[src/rtl/rle_zigzag_expander.sv]
// rtl/rle_zigzag_expander.sv - run-length expander with inverse zigzag into a ping-pong block buffer
// Symbols queue in a FIFO, expand into 64-coefficient blocks, and stream out in raster order.
module rle_zigzag_expander #(
  parameter int FIFO_DEPTH = 16,
  parameter bit ZIGZAG     = 1'b1
) (
  input  logic               clk_in,
  input  logic               rst_in,
  input  logic signed [11:0] value_in,
  input  logic [5:0]         run_in,
  input  logic               valid_in,
  output logic               in_ready_out,
  output logic signed [11:0] coeff_out,
  output logic [5:0]         coeff_index_out,
  output logic               coeff_valid_out,
  input  logic               coeff_ready_in,
  output logic               coeff_last_out,
  output logic               overflow_out,
  output logic               run_error_out
);
  localparam int AW = $clog2(FIFO_DEPTH);
  localparam logic [383:0] ZZ_TABLE = {
    6'd0,  6'd1,  6'd8,  6'd16, 6'd9,  6'd2,  6'd3,  6'd10,
    6'd17, 6'd24, 6'd32, 6'd25, 6'd18, 6'd11, 6'd4,  6'd5,
    6'd12, 6'd19, 6'd26, 6'd33, 6'd40, 6'd48, 6'd41, 6'd34,
    6'd27, 6'd20, 6'd13, 6'd6,  6'd7,  6'd14, 6'd21, 6'd28,
    6'd35, 6'd42, 6'd49, 6'd56, 6'd57, 6'd50, 6'd43, 6'd36,
    6'd29, 6'd22, 6'd15, 6'd23, 6'd30, 6'd37, 6'd44, 6'd51,
    6'd58, 6'd59, 6'd52, 6'd45, 6'd38, 6'd31, 6'd39, 6'd46,
    6'd53, 6'd60, 6'd61, 6'd54, 6'd47, 6'd55, 6'd62, 6'd63};

  typedef enum logic [1:0] {S_LOAD, S_ZEROS, S_VALUE, S_FILL} wr_state_e;

  logic [17:0] fifo_mem [FIFO_DEPTH];
  logic [11:0] buf_mem [128];
  logic [AW:0] wr_ptr_q, wr_ptr_d, rd_ptr_q, rd_ptr_d;
  logic        fifo_full, fifo_empty, push, pop;
  logic [17:0] head;
  logic [11:0] head_value;
  logic [5:0]  head_run;

  wr_state_e   state_q, state_d;
  logic [5:0]  pos_q, pos_d;
  logic        wb_q, wb_d, rb_q, rb_d;
  logic [6:0]  cnt_q, cnt_d;
  logic [11:0] val_q, val_d;
  logic        has_val_q, has_val_d;
  logic [1:0]  full_q, full_d;
  logic        run_err_q, run_err_d, overflow_q, overflow_d;
  logic        buf_we, set_full, clr_full;
  logic [11:0] buf_wdata;
  logic [8:0]  zz_sel;
  logic [5:0]  wr_addr;

  logic [11:0] coeff_q, coeff_d;
  logic [5:0]  idx_q, idx_d;
  logic        cvalid_q, cvalid_d, last_q, last_d;
  logic        rd_load, rd_bank;
  logic [5:0]  rd_addr;
  logic [11:0] rd_data;

  assign fifo_empty = (wr_ptr_q == rd_ptr_q);
  assign fifo_full  = (wr_ptr_q[AW] != rd_ptr_q[AW]) && (wr_ptr_q[AW-1:0] == rd_ptr_q[AW-1:0]);
  assign push       = valid_in && !fifo_full;
  assign head       = fifo_mem[rd_ptr_q[AW-1:0]];
  assign head_value = head[17:6];
  assign head_run   = head[5:0];
  assign wr_ptr_d   = wr_ptr_q + (AW+1)'(push);
  assign rd_ptr_d   = rd_ptr_q + (AW+1)'(pop);
  assign overflow_d = overflow_q | (valid_in & fifo_full);

  // Table holds entry 0 in the top bits, so index from the other end.
  assign zz_sel  = {3'b000, ~pos_q} * 9'd6;
  assign wr_addr = ZIGZAG ? ZZ_TABLE[zz_sel +: 6] : pos_q;
  assign rd_data = buf_mem[{rd_bank, rd_addr}];

  always_ff @(posedge clk_in) begin
    if (push) fifo_mem[wr_ptr_q[AW-1:0]] <= {value_in, run_in};
    if (buf_we) buf_mem[{wb_q, wr_addr}] <= buf_wdata;
  end

  always_comb begin
    state_d   = state_q;
    pos_d     = pos_q;
    wb_d      = wb_q;
    cnt_d     = cnt_q;
    val_d     = val_q;
    has_val_d = has_val_q;
    run_err_d = run_err_q;
    pop       = 1'b0;
    buf_we    = 1'b0;
    buf_wdata = 12'd0;
    set_full  = 1'b0;
    case (state_q)
      S_LOAD: begin
        if (!fifo_empty && !full_q[wb_q]) begin
          pop   = 1'b1;
          val_d = head_value;
          if (pos_q == 6'd0) begin
            state_d = S_VALUE;
          end else if (head_value == 12'd0 && head_run == 6'd0) begin
            state_d = S_FILL;
          end else if (head_value == 12'd0) begin
            state_d   = S_ZEROS;
            cnt_d     = {1'b0, head_run} + 7'd1;
            has_val_d = 1'b0;
          end else if (head_run == 6'd0) begin
            state_d = S_VALUE;
          end else begin
            state_d   = S_ZEROS;
            cnt_d     = {1'b0, head_run};
            has_val_d = 1'b1;
          end
        end
      end
      S_ZEROS: begin
        buf_we = 1'b1;
        cnt_d  = cnt_q - 7'd1;
        if (cnt_q == 7'd1) state_d = has_val_q ? S_VALUE : S_LOAD;
      end
      S_VALUE: begin
        buf_we    = 1'b1;
        buf_wdata = val_q;
        state_d   = S_LOAD;
      end
      S_FILL: buf_we = 1'b1;
    endcase
    // Completing a block wins over whatever the current symbol still had pending.
    if (buf_we) begin
      pos_d = pos_q + 6'd1;
      if (pos_q == 6'd63) begin
        set_full = 1'b1;
        wb_d     = ~wb_q;
        state_d  = S_LOAD;
        if (state_q == S_ZEROS && (cnt_q != 7'd1 || has_val_q)) run_err_d = 1'b1;
      end
    end
  end

  always_comb begin
    coeff_d  = coeff_q;
    idx_d    = idx_q;
    cvalid_d = cvalid_q;
    last_d   = last_q;
    rb_d     = rb_q;
    clr_full = 1'b0;
    rd_load  = 1'b0;
    rd_bank  = rb_q;
    rd_addr  = 6'd0;
    if (!cvalid_q) begin
      rd_load = full_q[rb_q];
    end else if (coeff_ready_in) begin
      if (idx_q == 6'd63) begin
        clr_full = 1'b1;
        rb_d     = ~rb_q;
        rd_bank  = ~rb_q;
        rd_load  = full_q[~rb_q];
        cvalid_d = full_q[~rb_q];
      end else begin
        rd_load = 1'b1;
        rd_addr = idx_q + 6'd1;
      end
    end
    if (rd_load) begin
      coeff_d  = rd_data;
      idx_d    = rd_addr;
      last_d   = (rd_addr == 6'd63);
      cvalid_d = 1'b1;
    end
    full_d = full_q;
    if (set_full) full_d[wb_q] = 1'b1;
    if (clr_full) full_d[rb_q] = 1'b0;
  end

  always_ff @(posedge clk_in or posedge rst_in) begin
    if (rst_in) begin
      wr_ptr_q   <= '0;
      rd_ptr_q   <= '0;
      state_q    <= S_LOAD;
      pos_q      <= 6'd0;
      wb_q       <= 1'b0;
      rb_q       <= 1'b0;
      cnt_q      <= 7'd0;
      val_q      <= 12'd0;
      has_val_q  <= 1'b0;
      full_q     <= 2'b00;
      run_err_q  <= 1'b0;
      overflow_q <= 1'b0;
      coeff_q    <= 12'd0;
      idx_q      <= 6'd0;
      cvalid_q   <= 1'b0;
      last_q     <= 1'b0;
    end else begin
      wr_ptr_q   <= wr_ptr_d;
      rd_ptr_q   <= rd_ptr_d;
      state_q    <= state_d;
      pos_q      <= pos_d;
      wb_q       <= wb_d;
      rb_q       <= rb_d;
      cnt_q      <= cnt_d;
      val_q      <= val_d;
      has_val_q  <= has_val_d;
      full_q     <= full_d;
      run_err_q  <= run_err_d;
      overflow_q <= overflow_d;
      coeff_q    <= coeff_d;
      idx_q      <= idx_d;
      cvalid_q   <= cvalid_d;
      last_q     <= last_d;
    end
  end

  assign in_ready_out    = ~fifo_full & ~rst_in;
  assign coeff_out       = coeff_q;
  assign coeff_index_out = idx_q;
  assign coeff_valid_out = cvalid_q;
  assign coeff_last_out  = last_q;
  assign overflow_out    = overflow_q;
  assign run_error_out   = run_err_q;
endmodule

[config.mk]
export PLATFORM = sky130hd
export DESIGN_NAME = rle_zigzag_expander
export DESIGN_NICKNAME = d
export VERILOG_FILES = /design/src/rtl/rle_zigzag_expander.sv
export SDC_FILE = /design/constraint.sdc
export NUM_CORES = 2
export LEC_CHECK = 0
export BUFFER_PORTS_ARGS = -buffer_cell sky130_fd_sc_hd__buf_4
export CAP_MARGIN = 40
export CORE_AREA = 10 10 394 396
export CTS_CLUSTER_DIAMETER = 50
export CTS_CLUSTER_SIZE = 16
export DETAILED_ROUTE_END_ITERATION = 16
export DIE_AREA = 0 0 404 406
export PLACE_DENSITY_LB_ADDON = 0.12
export RECOVER_POWER = 100
export SLEW_MARGIN = 40
export SYNTH_ARGS = -nofsm -noshare
export SYNTH_HDL_FRONTEND = slang
export SYNTH_SLANG_ARGS = --single-unit
[constraint.sdc]
create_clock -name clk_in -period 4.8 [get_ports clk_in]
set_clock_uncertainty 0.1 [all_clocks]
set_input_delay 0.96 -clock clk_in [delete_from_list [all_inputs] [get_ports clk_in]]
set_output_delay 0.96 -clock clk_in [all_outputs]
set_load 0.02 [all_outputs]
==> impl_metrics.env <==
export IMPL_status="complete, but fails checks"
export IMPL_violations="capacitance limit, slew limit"
export IMPL_p_total_mw=37.73
export IMPL_initial_utilization_pct=50.79
export IMPL_p_int_mw=27.02
export IMPL_root_buffer="clkbuf_16"
export IMPL_syn_inst=4616
export IMPL_die_area_sq_um=164000
export IMPL_critPathMaxFanout=24
export IMPL_fmax_mhz=225.9
export IMPL_tightestPinTransition_ps=2789
export IMPL_drt_wl_total_microns=213400
export IMPL_cts_hold_buffers=0
export IMPL_crit_chain="ha_4 > nand4_1 > clkbuf_1 > o21ai_4 > buf_12 > o221ai_1 > a21oi_1 > nor3b_1 > nor4_1 > o41a_1"
export IMPL_die_x_microns=404
export IMPL_slowest_stage="nor4_1"
export IMPL_layout_common_cells="edfxtp_1, o22ai_1, nor2_1, o221ai_1, nor3_1"
export IMPL_cts_tree="built"
export IMPL_ys_warn_count=0
export IMPL_grt_max_degree=145
export IMPL_vias=44960
export IMPL_syn_avg_cell_area_sq_um=16.19
export IMPL_first_pass_iters=6
export IMPL_combPwrFrac_pct=15.4
export IMPL_hold_viol_final=0
export IMPL_grt_pass1_vias=43160
export IMPL_slowest_delay_ps=1060
export IMPL_ys_seq_area_share_pct=75.44
export IMPL_drtIter0Drc=5473
export IMPL_p_leak_nw=22.36
export IMPL_ys_top_cells_by_area="edfxtp_1, o22ai_1, o221ai_1"
export IMPL_io_buffer_count=44
export IMPL_fin_crit_sh_pct=92.24
export IMPL_synth_seq_cells=1888
export IMPL_finalNetCount=4848
export IMPL_pwr_share_seq_pct=48.8
export IMPL_async_flop_share_pct=3.390
export IMPL_drv_slew=739
export IMPL_max_slew_margin_pct=-85.96
export IMPL_critical_path_endpoint_type="register"
export IMPL_yosys_area_top_type="edfxtp_1"
export IMPL_drv_cap=19
export IMPL_drc=0
export IMPL_final_common_cell="edfxtp_1"
export IMPL_wire_per_inst_microns=31.07
export IMPL_swShare_pct=28.38
export IMPL_clockBufferDepth=3
export IMPL_period_needed_ps=4427
export IMPL_post_cts_setup_buffers=0
export IMPL_crit_arrival_ps=5090
export IMPL_numCtsBuffers=166
export IMPL_cts_sinks=1888
export IMPL_peakVddDrop_uv=377.5
export IMPL_die_h_microns=406
export IMPL_cts_max_level=4
export IMPL_synth_edff_count=1824
export IMPL_setup_viol=0
export IMPL_cts_resized_gates=0
export IMPL_grtUsageTotal_pct=25.53
export IMPL_place_congestion=0.8697
export IMPL_switchingPower_mw=10.71
export IMPL_synth_top_area_share_pct=73.29
export IMPL_core_sq_um=147100
export IMPL_grt_setup_unrepaired="false"
export IMPL_syn_nets=4659
export IMPL_synth_cell_types=71
export IMPL_grt_first_pass_wirelength_microns=308200
export IMPL_num_rows=141
export IMPL_drive_above_1_share_pct=16.24
export IMPL_area_growth_pct=12.51
export IMPL_yosys_most_used_dff="edfxtp_1"
export IMPL_clk_latency_ps=820
export IMPL_ant_nets=0
export IMPL_antenna_found_initial=8
export IMPL_p_per_area_nw_per_um2=448.8
export IMPL_required_ps=5460
export IMPL_clk_pin_slew_ps=60
export IMPL_hold_class="in2reg"
export IMPL_overflow=0
export IMPL_dp_hpwl_microns=129900
export IMPL_fin_setup_tns_ps=0
export IMPL_criticalPathCategory="reg2reg"
export IMPL_io_pins=45
export IMPL_p_clk_share_pct=35.9
export IMPL_via_per_inst=6.545
export IMPL_syn_area_sq_um=74730
export IMPL_critPathLaunchType="register"
[layer usage]
metal,vias up,track usage (%),wire length (microns)
met5,-,0,13
met4,2,7.998,7085
met3,341,5.045,19520
met2,2193,39.11,97510
met1,23180,36.96,89320
li1,19240,-,-
[Yosys cell counts, types with 34 or more instances]
master and n:
edfxtp_1 1824, and2_1 34, clkbuf_1 259, o221ai_1 220, nor3b_1 52, a21oi_1 200
nand3_1 36, nand2_1 86, mux2i_1 51, a211oi_1 42, o21bai_1 59, a211o_1 51
o22ai_1 317, mux4_2 76, o221a_2 34, nand2b_1 48, nor4_1 41, mux2_2 111
dfrtp_1 64, o21ai_0 127, nor2_1 257, buf_2 54, nor3_1 213
[worst paths after layout]
check,slack (ps),depth (start not counted),to,from
setup / recovery,370,10,coeff_out[11],coeff_index_out[0]
hold / removal,280,2,overflow_out,valid_in
setup reg to reg,370,10,coeff_out[11],coeff_index_out[0]
hold reg to reg,370,1,val_q[7],val_q[7]
max in group asynchronous,1370,3,coeff_out[2],rst_in
min in group asynchronous,570,2,overflow_out,rst_in
[sequential cells by signal (all words and copies together), names as in the netlist, 5 cells and up]
signal and count:
coeff_out 12, buf_mem 1536, rd_ptr_q 5, wr_ptr_q 5, pos_q 6, cnt_q 7, coeff_index_out 6, val_q 12
fifo_mem 288
[critical path: cells and delay by family (launching register included)]
kind / cells / cell delay, ps
AOI/OAI and AO/OA: 4 / 1520
and+or+nand+nor: 3 / 1370
buffers and inverters: 2 / 560
DFF: 1 / 540
adders and majority gates: 1 / 230
[cell families after synthesis]
group | Yosys count | share of synthesized area [%]
flops | 1888 | 75.44
compound gates | 1232 | 11.51
simple gates | 840 | 5.667
buf+inv | 367 | 2.038
mux | 238 | 4.646
xor+xnor | 30 | 0.3516
fa+ha+maj | 21 | 0.3516
[power by group through the flow]
stage,registers (mW),logic [mW],clock network (mW)
floorplan,18.7,3.21,0
global placement,18.7,5.78,0
detailed placement,18.8,5.85,0
CTS,18.4,5.87,13.7
global route,18.4,6.06,14.3
finish,18.4,5.81,13.5
[layout make-up]
class / count / area, sq um
Clock buffer: 199 / 4372
Antenna cell: 2 / 5.005
Timing Repair Buffer: 368 / 2696
Tap cell: 1930 / 2415
Sequential cell: 1888 / 56380
Multi-Input combinational cell: 2361 / 17020
Inverter: 20 / 82.58
Clock inverter: 101 / 1107
Fill cell: 11580 / 63050
[per-stage QoR]
step / hold WS (ps) / util [%] / cells / worst slack, ps / area [sq um]
after floorplan: 341.3 / - / 4616 / 1252 / 74730
after global placement: 339.9 / 53.80 / 6562 / 384.3 / 79160
after detailed placement: 366.3 / 53.90 / 6565 / 412.0 / 79310
after CTS: 161.8 / 57.63 / 6865 / 686.6 / 84790
after global routing: 271.8 / 57.14 / 6867 / 269.7 / 84080
final: 280.4 / 57.15 / 6869 / 372.5 / 84080
No activity file was read; power rests on OpenSTA's default activity.
